--- src/rtl/sev_seg_pkg.sv ---
// Shared constants for the seven-segment bus reader: hex glyph table, blank pattern, FSM states.
// Used by seg_decode and sev_seg_reader.
package sev_seg_pkg;

   typedef enum logic {
      ST_SETTLE = 1'b0,
      ST_HOLD   = 1'b1
   } state_e;

   // Active-high patterns, bit 6 = g ... bit 0 = a, indexed by hex value.
   localparam logic [15:0][6:0] SEG_HEX = {
      7'h71, 7'h79, 7'h5E, 7'h39, 7'h7C, 7'h77, 7'h6F, 7'h7F,
      7'h07, 7'h7D, 7'h6D, 7'h66, 7'h4F, 7'h5B, 7'h06, 7'h3F
   };

   localparam logic [6:0] SEG_BLANK      = 7'h00;
   // Idle level of the active-low pins.
   localparam logic [6:0] SEG_PINS_BLANK = 7'h7F;

endpackage

--- src/rtl/seg_decode.sv ---
// Combinational seven-segment glyph decoder: active-high pattern in, hex nibble plus
// valid/blank flags out.
module seg_decode
   import sev_seg_pkg::*;
(
   input  logic [6:0] i_pattern,
   output logic [3:0] o_nibble,
   output logic       o_valid,
   output logic       o_blank
);

   always_comb begin
      o_nibble = 4'h0;
      o_valid  = 1'b0;
      for (int i = 0; i < 16; i++) begin
         if (i_pattern == SEG_HEX[i]) begin
            o_nibble = 4'(i);
            o_valid  = 1'b1;
         end
      end
      o_blank = (i_pattern == SEG_BLANK);
   end

endmodule

--- src/rtl/sev_seg_reader.sv ---
// Reads a two-digit multiplexed seven-segment bus back into a byte.
// Optional macro SEV_SEG_READER_CHANGE_ONLY_EN: suppress o_valid for a pair equal to o_byte.
//
// state  | meaning
// SETTLE | bus value changed recently; counting unchanged cycles toward capture
// HOLD   | current value already captured; wait for the next change
module sev_seg_reader
   import sev_seg_pkg::*;
#(
   parameter int unsigned STABLE_CYCLES = 16
) (
   input  logic       i_clock,
   input  logic       i_reset_n,
   input  logic [6:0] i_segments,
   input  logic       i_cathode,
   output logic [7:0] o_byte,
   output logic       o_valid,
   output logic       o_error
);

   localparam int unsigned           CNT_W    = $clog2(STABLE_CYCLES);
   localparam logic [CNT_W-1:0]      CNT_LAST = CNT_W'(STABLE_CYCLES - 1);

   logic [6:0]       seg_meta_q, seg_sync_q;
   logic             cath_meta_q, cath_sync_q;
   logic [7:0]       smp_prev_q;
   state_e           state_q, state_d;
   logic [CNT_W-1:0] cnt_q, cnt_d;
   logic [3:0]       nib0_q, nib0_d, nib1_q, nib1_d;
   logic             got0_q, got0_d, got1_q, got1_d;
   logic [7:0]       byte_q, byte_d;
   logic             valid_q, valid_d, error_q, error_d;
   logic             changed, capture;
   logic [6:0]       seg_ah;
   logic [3:0]       dec_nibble;
   logic             dec_valid, dec_blank;
`ifdef SEV_SEG_READER_CHANGE_ONLY_EN
   logic             first_q, first_d;
`endif

   always_ff @(posedge i_clock or negedge i_reset_n) begin
      if (!i_reset_n) begin
         seg_meta_q  <= SEG_PINS_BLANK;
         seg_sync_q  <= SEG_PINS_BLANK;
         cath_meta_q <= 1'b1;
         cath_sync_q <= 1'b1;
         smp_prev_q  <= {1'b1, SEG_PINS_BLANK};
      end else begin
         seg_meta_q  <= i_segments;
         seg_sync_q  <= seg_meta_q;
         cath_meta_q <= i_cathode;
         cath_sync_q <= cath_meta_q;
         smp_prev_q  <= {cath_sync_q, seg_sync_q};
      end
   end

   assign changed = ({cath_sync_q, seg_sync_q} != smp_prev_q);
   assign seg_ah  = ~seg_sync_q;

   always_comb begin
      state_d = state_q;
      cnt_d   = cnt_q;
      capture = 1'b0;
      if (changed) begin
         state_d = ST_SETTLE;
         cnt_d   = '0;
      end else begin
         case (state_q)
            ST_SETTLE: begin
               if (cnt_q == CNT_LAST) begin
                  capture = 1'b1;
                  state_d = ST_HOLD;
               end else begin
                  cnt_d = cnt_q + 1'b1;
               end
            end
            ST_HOLD: ;
         endcase
      end
   end

   seg_decode u_decode (
      .i_pattern (seg_ah),
      .o_nibble  (dec_nibble),
      .o_valid   (dec_valid),
      .o_blank   (dec_blank)
   );

   always_comb begin
      nib0_d  = nib0_q;
      nib1_d  = nib1_q;
      got0_d  = got0_q;
      got1_d  = got1_q;
      byte_d  = byte_q;
      valid_d = 1'b0;
      error_d = 1'b0;
`ifdef SEV_SEG_READER_CHANGE_ONLY_EN
      first_d = first_q;
`endif
      if (capture) begin
         if (dec_valid) begin
            if (cath_sync_q) begin
               nib0_d = dec_nibble;
               got0_d = 1'b1;
            end else begin
               nib1_d = dec_nibble;
               got1_d = 1'b1;
            end
         end else if (!dec_blank) begin
            error_d = 1'b1;
         end
      end
      // Pair completes in the same cycle as the second digit's capture.
      if (got0_d && got1_d) begin
         got0_d = 1'b0;
         got1_d = 1'b0;
`ifdef SEV_SEG_READER_CHANGE_ONLY_EN
         if (first_q || ({nib1_d, nib0_d} != byte_q)) begin
            byte_d  = {nib1_d, nib0_d};
            valid_d = 1'b1;
         end
         first_d = 1'b0;
`else
         byte_d  = {nib1_d, nib0_d};
         valid_d = 1'b1;
`endif
      end
   end

   always_ff @(posedge i_clock or negedge i_reset_n) begin
      if (!i_reset_n) begin
         state_q <= ST_SETTLE;
         cnt_q   <= '0;
         nib0_q  <= 4'h0;
         nib1_q  <= 4'h0;
         got0_q  <= 1'b0;
         got1_q  <= 1'b0;
         byte_q  <= 8'h00;
         valid_q <= 1'b0;
         error_q <= 1'b0;
      end else begin
         state_q <= state_d;
         cnt_q   <= cnt_d;
         nib0_q  <= nib0_d;
         nib1_q  <= nib1_d;
         got0_q  <= got0_d;
         got1_q  <= got1_d;
         byte_q  <= byte_d;
         valid_q <= valid_d;
         error_q <= error_d;
      end
   end

`ifdef SEV_SEG_READER_CHANGE_ONLY_EN
   always_ff @(posedge i_clock or negedge i_reset_n) begin
      if (!i_reset_n) first_q <= 1'b1;
      else            first_q <= first_d;
   end
`endif

   assign o_byte  = byte_q;
   assign o_valid = valid_q;
   assign o_error = error_q;

endmodule

--- config.mk ---
export PLATFORM = sky130hd
export DESIGN_NAME = sev_seg_reader
export DESIGN_NICKNAME = d
export VERILOG_FILES = /design/src/rtl/sev_seg_pkg.sv /design/src/rtl/seg_decode.sv /design/src/rtl/sev_seg_reader.sv
export SDC_FILE = /design/constraint.sdc
export NUM_CORES = 1
export LEC_CHECK = 0
export CAP_MARGIN = 5
export CELL_PAD_IN_SITES_DETAIL_PLACEMENT = 0
export CELL_PAD_IN_SITES_GLOBAL_PLACEMENT = 1
export CORE_MARGIN = 2
export CORE_UTILIZATION = 45
export DETAILED_ROUTE_END_ITERATION = 6
export PLACE_DENSITY = 0.87
export SKIP_CTS_REPAIR_TIMING = 1
export SYNTH_ARGS = -nofsm -noshare
export SYNTH_HDL_FRONTEND = slang
export SYNTH_SLANG_ARGS = --single-unit
--- constraint.sdc ---
create_clock -name i_clock -period 4.8 [get_ports i_clock]
set_input_delay 0.48 -clock i_clock [delete_from_list [all_inputs] [get_ports i_clock]]
set_output_delay 0.48 -clock i_clock [all_outputs]
set_load 0.05 [all_outputs]
==> out/metrics.csv, run 1 <==
stage,metric,value,unit
outcome,run_status,"finished, final reports clean",
grt,grt_pass1_vias,1267,
min_path,hold_class,in2async,
routing,vias,1419,
placement,post-place-cells,259,
placement,place_congestion,0.854,
sta,skew,0.00703,ns
cts,clk_latency,0.29,ns
logic_synthesis,ys_seq_area_share,55.0,%
sta,worst_hold_slack,0.357,ns
sta,relSlewSlack,30.9,%
routing,avgViaCountPerCell,5.31,
worst_setup_path,r2r-start,seg_sync_q[0],
logic_synthesis,synth_nets,193,
finish,final_common_cell,dfrtp_1,
finish,area_growth,12.4,%
sta,hold_viol_final,0,
cts,cts.path.max_buffers,2,
logic_synthesis,syn-instance-count,182,
power,powerDensity,278,nW/um^2
logic_synthesis,yosysWarningCount,0,
logic_synthesis,synth_area_per_cell,12.6,sq um
finish,final_nets,210,
finish,final_cell_mix,"dfrtp_1, dfstp_2, clkdlybuf4s50_1",
grt,grt_first_pass_wirelength,6010,um
sta,finalCritPeriodShare,54.1,%
logic_synthesis,yosys_register_bits,49,
routing,drtAntennaViolNets,0,
logic_synthesis,synth_top_cell_area_share,27.6,%
finish,nFillCells,445,
worst_setup_path,slowest_delay,0.71,ns
placement,placed_cell_area,2490,sq um
worst_setup_path,critical_path.top_delay_family,compound AO/OA/AOI/OAI gates,
cts,htree_levels,2,
grt,antenna_found_initial,0,
sta,grt_setup_unrepaired,false,
cts,root_buffer,clkbuf_8,
worst_setup_path,path_class,reg2reg,
logic_synthesis,syn-cell-area,2290,sq um
flow_run,cap_violations,0,
finish,fin_area,2570,sq um
floorplanning,die_x,75.3,um
floorplanning,rows,25,
routing,drt_iter0_drc,64,
finish,instances_no_fill,267,
floorplanning,dieArea,5670,sq um
worst_setup_path,critPathBufInv,0,
sta,min_period,2.60,ns
worst_setup_path,critPathArrivalTime,2.78,ns
worst_setup_path,worst_path_max_delay_cell,dfstp_2,
worst_setup_path,worstPathRequired,4.99,ns
logic_synthesis,synth_cell_types,55,
cts,clk_pin_slew,0.08,ns
finish,regArea,1260,sq um
logic_synthesis,synth_area_leaders,"dfstp_2, dfrtp_1, xor2_1",
worst_setup_path,rrSetupSlack,2.20,ns
power,power_leakage,1.07,nW
sta,worst_pin_slew,1.04,ns
routing,routed_wl,3670,um
finish,antennaDiodeCount,0,
cts,cts_buffers,5,
grt,gr-total-overflow,0,
logic_synthesis,synth_edf_count,0,
worst_setup_path,critPathLaunchType,register,
floorplanning,initial_utilization,47.5,%
finish,drive_gt1_share,24.5,%
worst_setup_path,path_max_fanout,16,
sta,finalSetupViolCount,0,
grt,grt_use_total,14.4,%
routing,drc_errors,0,
floorplanning,coreArea,4820,sq um
floorplanning,die_y,75.3,um
cts,tritoncts,yes,
worst_setup_path,end_kind,register,
power,ir_worst_vdd,0.000149,V
sta,fmax,385,MHz
logic_synthesis,synth_top_flop_cell,dfrtp_1,
routing,first_pass_iters,4,
worst_setup_path,timing.rr.end,o_byte[7],
worst_setup_path,path_cells,"and4bb_2, a32oi_1, and2_4, a311o_1, mux2_4, o22a_1",
placement,hpwl,2540,um
routing,detail_route.wl_per_cell,13.8,um
floorplanning,ios,20,
grt,grt_max_degree,50,
logic_synthesis,yosysTopAreaCell,dfstp_2,
cts,numClockSinks,49,
sta,final.setup.tns,0,ns
worst_setup_path,rr_worst_depth,6,
logic_synthesis,async_reset_ff_share,100,%
placement,port_buffers,19,
sta,slew_viol_final,0,
finish,multi_input_area,941,sq um
==> state kept, by name, summed over array words and instances, names as in the netlist <==
signal       count
cath_sync_q      1
smp_prev_q       8
seg_meta_q       7
nib0_q           4
got0_q           1
cnt_q            4
o_byte           8
o_error          1
got1_q           1
state_q          1
nib1_q           4
o_valid          1
cath_meta_q      1
seg_sync_q       7
==> cells by family after synthesis <==
group	count (synthesis)	share of synthesized area [%]
buffers and inverters	15	3.89
AOI/OAI and AO/OA	35	12.4
xor gates and xnor gates	13	5.31
muxes	15	7.61
and+or+nand+nor	54	15.3
adders and majority gates	1	0.547
DFF	49	55.0
==> metal layers <==
layer	vias up	GRT usage, %	part of all wire [%]
met4	0	4.68	1.4
met2	30	21.3	44
met3	5	4.02	4.1
li1	691	-	-
met1	693	20.5	50
met5	-	0	0
==> area by class of cell <==
cell class                      count  area share (%)
Timing Repair Buffer               19            7.21
Tap cell                           67            3.26
Sequential cell                    49            48.9
Clock buffer                        8            3.12
Inverter                            6           0.877
Multi-Input combinational cell    118            36.6
==> stage by stage <==
stage          total power (W)  setup WS [ns]  util, %
6_report              0.000714           2.20     53.3
5_1_grt               0.000751           1.97     53.3
4_1_cts               0.000727           2.21     53.3
3_5_place_dp          0.000498           2.21     51.7
3_3_place_gp          0.000498           2.19     51.7
2_1_floorplan         0.000478           2.50        -
==> cell usage after synthesis (all sizes together) (3+ instances only) <==
master	number
a2bb2oi	3
and2	3
xor2	12
nor4	4
mux2	10
a21oi	4
o22a	4
inv	6
a311o	3
a31oi	3
buf	9
nand3	3
dfstp	24
o21ai	4
nand2b	8
nor2	11
nor3b	3
mux2i	5
dfrtp	25
nand2	9
==> worst max path at each step <==
| stage | to | from | slack (ns) | cells past startpoint |
|---|---|---|---|---|
| 2_1_floorplan | o_byte[4] | seg_sync_q[2] | 2.50 | 8 |
| 3_3_place_gp | o_byte[0] | seg_sync_q[5] | 2.19 | 6 |
| 3_5_place_dp | o_byte[7] | seg_sync_q[0] | 2.21 | 6 |
| 4_1_cts | o_byte[7] | seg_sync_q[0] | 2.21 | 6 |
| 5_1_grt | o_byte[0] | seg_sync_q[5] | 1.97 | 6 |
| 6_report | o_byte[7] | seg_sync_q[0] | 2.20 | 6 |
==> worst reg2reg max path, delay by kind of cell, from the launching register on <==
kind | cells | cell delay (ns)
flops | 1 | 0.71
compound gates | 3 | 0.94
simple gates | 2 | 0.50
mux | 1 | 0.35
==> where the power goes <==
part / internal [W] / switching (W) / total (W) / leakage [nW]
Combinational: 0.0000193 / 0.0000228 / 0.0000420 / 0.428
Clock: 0.000104 / 0.000121 / 0.000224 / 0.0395
Sequential: 0.000432 / 0.0000162 / 0.000448 / 0.602
Power figures use the tool's default switching activity.
==> run 2: changes to the inputs <==
CORE_UTILIZATION = 42   (was 45)
PLACE_DENSITY = 0.86   (was 0.87)
clock period = 2.2 ns   (was 4.8 ns; I/O delays follow)
==> out/metrics.csv, run 2 (same netlist as run 1, synthesis figures left out) <==
stage,metric,value,unit,change
routing,drtAntennaViolNets,0,,unchanged
worst_setup_path,path_max_fanout,5,,-11
power,clkPwrFrac,34.9,%,+3.5 points
routing,detail_route.wl_per_cell,14.0,um,+1.9%
grt,antenna_found_initial,0,,unchanged
cts,clk_pin_slew,0.09,ns,about the same
sta,finalCritPeriodShare,111,%,+57 points
cts,htree_levels,2,,unchanged
routing,routed_wl,4460,um,+21%
floorplanning,ios,20,,unchanged
worst_setup_path,timing.rr.end,o_byte[7],,
power,p_seq_share,54.9,%,-7.8 points
worst_setup_path,worstPathRequired,2.40,ns,-2.59 ns
worst_setup_path,rrSetupSlack,-0.24,ns,-2.45 ns
power,ir_worst_vdd,0.000352,V,+140%
worst_setup_path,end_kind,register,,
worst_setup_path,worst_path_max_delay_cell,or4_1,,
finish,instances_no_fill,318,,+19%
finish,fin_util,60.6,%,+7.3 points
finish,area_growth,37.2,%,
finish,final_nets,258,,+23%
sta,fmax,409,MHz,+6.3%
worst_setup_path,slowest_delay,0.55,ns,-0.16 ns
placement,place_congestion,0.863,,+1.1%
finish,final_cell_mix,"buf_4, dfrtp_1, dfstp_2",,
floorplanning,initial_utilization,44.2,%,-3.3 points
sta,slew_viol_final,0,,unchanged
worst_setup_path,r2r-start,seg_sync_q[3],,
worst_setup_path,rr_worst_depth,7,,+1
placement,pre_cts_slack,-0.296,ns,-2.51 ns
routing,drt_iter0_drc,60,,-6.3%
cts,numClockSinks,49,,unchanged
grt,grt_max_degree,50,,unchanged
power,netSwitchingPower,0.000395,W,+150%
floorplanning,coreArea,5170,sq um,+7.4%
floorplanning,dieArea,6050,sq um,+6.8%
floorplanning,rows,26,,+4.0%
finish,final_common_cell,buf_4,,
min_path,min-delay-start,i_segments[2],,
routing,first_pass_iters,6,,+2
worst_setup_path,path_cells,"or4_1, o21ai_2, a31oi_4, a311o_2, buf_12, mux2_4, o22a_1",,
placement,port_buffers,19,,unchanged
finish,antennaDiodeCount,0,,unchanged
outcome,run_status,finished with violations,,
power,combPwrFrac,10.1,%,+4.2 points
power,powerDensity,559,nW/um^2,+100%
cts,tritoncts,yes,,
sta,worst_slack,-0.243,ns,-2.45 ns
cts,cts.path.max_buffers,2,,unchanged
placement,post-place-cells,288,,+11%
placement,hpwl,2840,um,+12%
grt,grt_pass1_vias,1449,,+14%
flow_run,cap_violations,0,,unchanged
sta,finalSetupViolCount,17,,+17
routing,avgViaCountPerCell,5.11,,-3.9%
min_path,whs_path_depth,1,,
outcome,violations,negative setup slack,,
worst_setup_path,critPathBufInv,1,,+1
cts,clk_latency,0.30,ns,about the same
routing,drc_errors,0,,unchanged
routing,vias,1624,,+14%
sta,grt_setup_unrepaired,true,,
finish,nFillCells,410,,-7.9%
sta,min_period,2.44,ns,-0.155 ns
cts,root_buffer,clkbuf_8,,
finish,drive_gt1_share,48.0,%,+23 points
min_path,whs_endpoint,seg_meta_q[2],,
floorplanning,die_x,77.8,um,+3.3%
sta,hold_viol_final,0,,unchanged
worst_setup_path,critPathLaunchType,register,,
min_path,hold_class,in2reg,,
sta,worst_pin_slew,0.524,ns,-0.513 ns
worst_setup_path,path_class,reg2reg,,
grt,gr-total-overflow,0,,unchanged
power,internal-power,0.00136,W,+140%
worst_setup_path,critical_path.top_delay_family,compound AO/OA/AOI/OAI gates,,
grt,grt_use_total,14.4,%,about the same
floorplanning,die_y,77.8,um,+3.3%
sta,relSlewSlack,64.8,%,+34 points
grt,grt_first_pass_wirelength,6850,um,+14%
power,swShare,22.5,%,+0.19 points
sta,skew,0.00847,ns,+0.00144 ns
power,power_leakage,1.37,nW,+28%
worst_setup_path,critPathArrivalTime,2.64,ns,-0.14 ns
cts,cts_buffers,5,,unchanged
-- run 2: cell count changes in the layout (fill, tap and decap cells not counted), moves of 2 or more --
cell	change
clkbuf_1	-3
o21ai_2	+3
a31oi_1	-2
o21ai_1	-2
nand2_1	-2
buf_4	+37
buf_6	+4
mux2_1	-3
mux2_4	+3
buf_12	+3
and2_4	+2
-- run 2: layer usage --
metal | vias to the layer above | share of wire [%] | track usage, %
met5 | - | 0 | 0
li1 | 786 | - | -
met3 | 6 | 3.3 | 3.14
met2 | 35 | 48 | 21.2
met4 | 0 | 1.3 | 5.36
met1 | 797 | 48 | 20.7
-- run 2: power groups by stage --
stage	combinational [W]	clock, W	sequential (W)
floorplan	0.0000794	0	0.000970
global placement	0.000137	0	0.000983
detailed placement	0.000137	0	0.000983
CTS	0.000137	0.000640	0.000967
global route	0.000192	0.000677	0.000968
finish	0.000178	0.000613	0.000963
-- run 2: worst max path at each step --
| stage | startpoint | cells after the start | end |
|---|---|---|---|
| after global routing | seg_sync_q[3] | 7 | o_byte[7] |
| after detailed placement | seg_sync_q[3] | 6 | o_byte[7] |
| after global placement | seg_sync_q[3] | 6 | o_byte[5] |
| after floorplan | seg_sync_q[3] | 8 | o_byte[4] |
| after CTS | seg_sync_q[3] | 6 | o_byte[7] |
| final | seg_sync_q[3] | 7 | o_byte[7] |
-- run 2: through the flow --
| step | hold WS, ns | total power [W] | setup TNS (ns) | instance area, sq um |
|---|---|---|---|---|
| final | 0.319 | 0.00175 | -2.70 | 3140 |
| after floorplan | -0.0756 | 0.00105 | 0 | 2310 |
| after global routing | 0.309 | 0.00184 | -3.83 | 3140 |
| after detailed placement | 0.229 | 0.00112 | -3.62 | 2720 |
| after CTS | -0.105 | 0.00174 | -4.06 | 2830 |
| after global placement | 0.224 | 0.00112 | -3.89 | 2720 |
-- run 2: final cells by class --
type                            instances  area [sq um]  area share (%)
Inverter                                6          22.5           0.718
Clock buffer                            7           108            3.43
Tap cell                               70          87.6            2.79
Sequential cell                        49          1260            40.2
Multi-Input combinational cell        119          1060            33.9
Clock inverter                          1          6.26           0.200
Timing Repair Buffer                   66           588            18.8
-- run 2: worst reg2reg max path, delay by kind of cell (launching register included) --
kind | cells | cell delay (ns)
compound gates | 4 | 0.86
flops | 1 | 0.49
mux | 1 | 0.29
buf+inv | 1 | 0.15
simple gates | 1 | 0.55
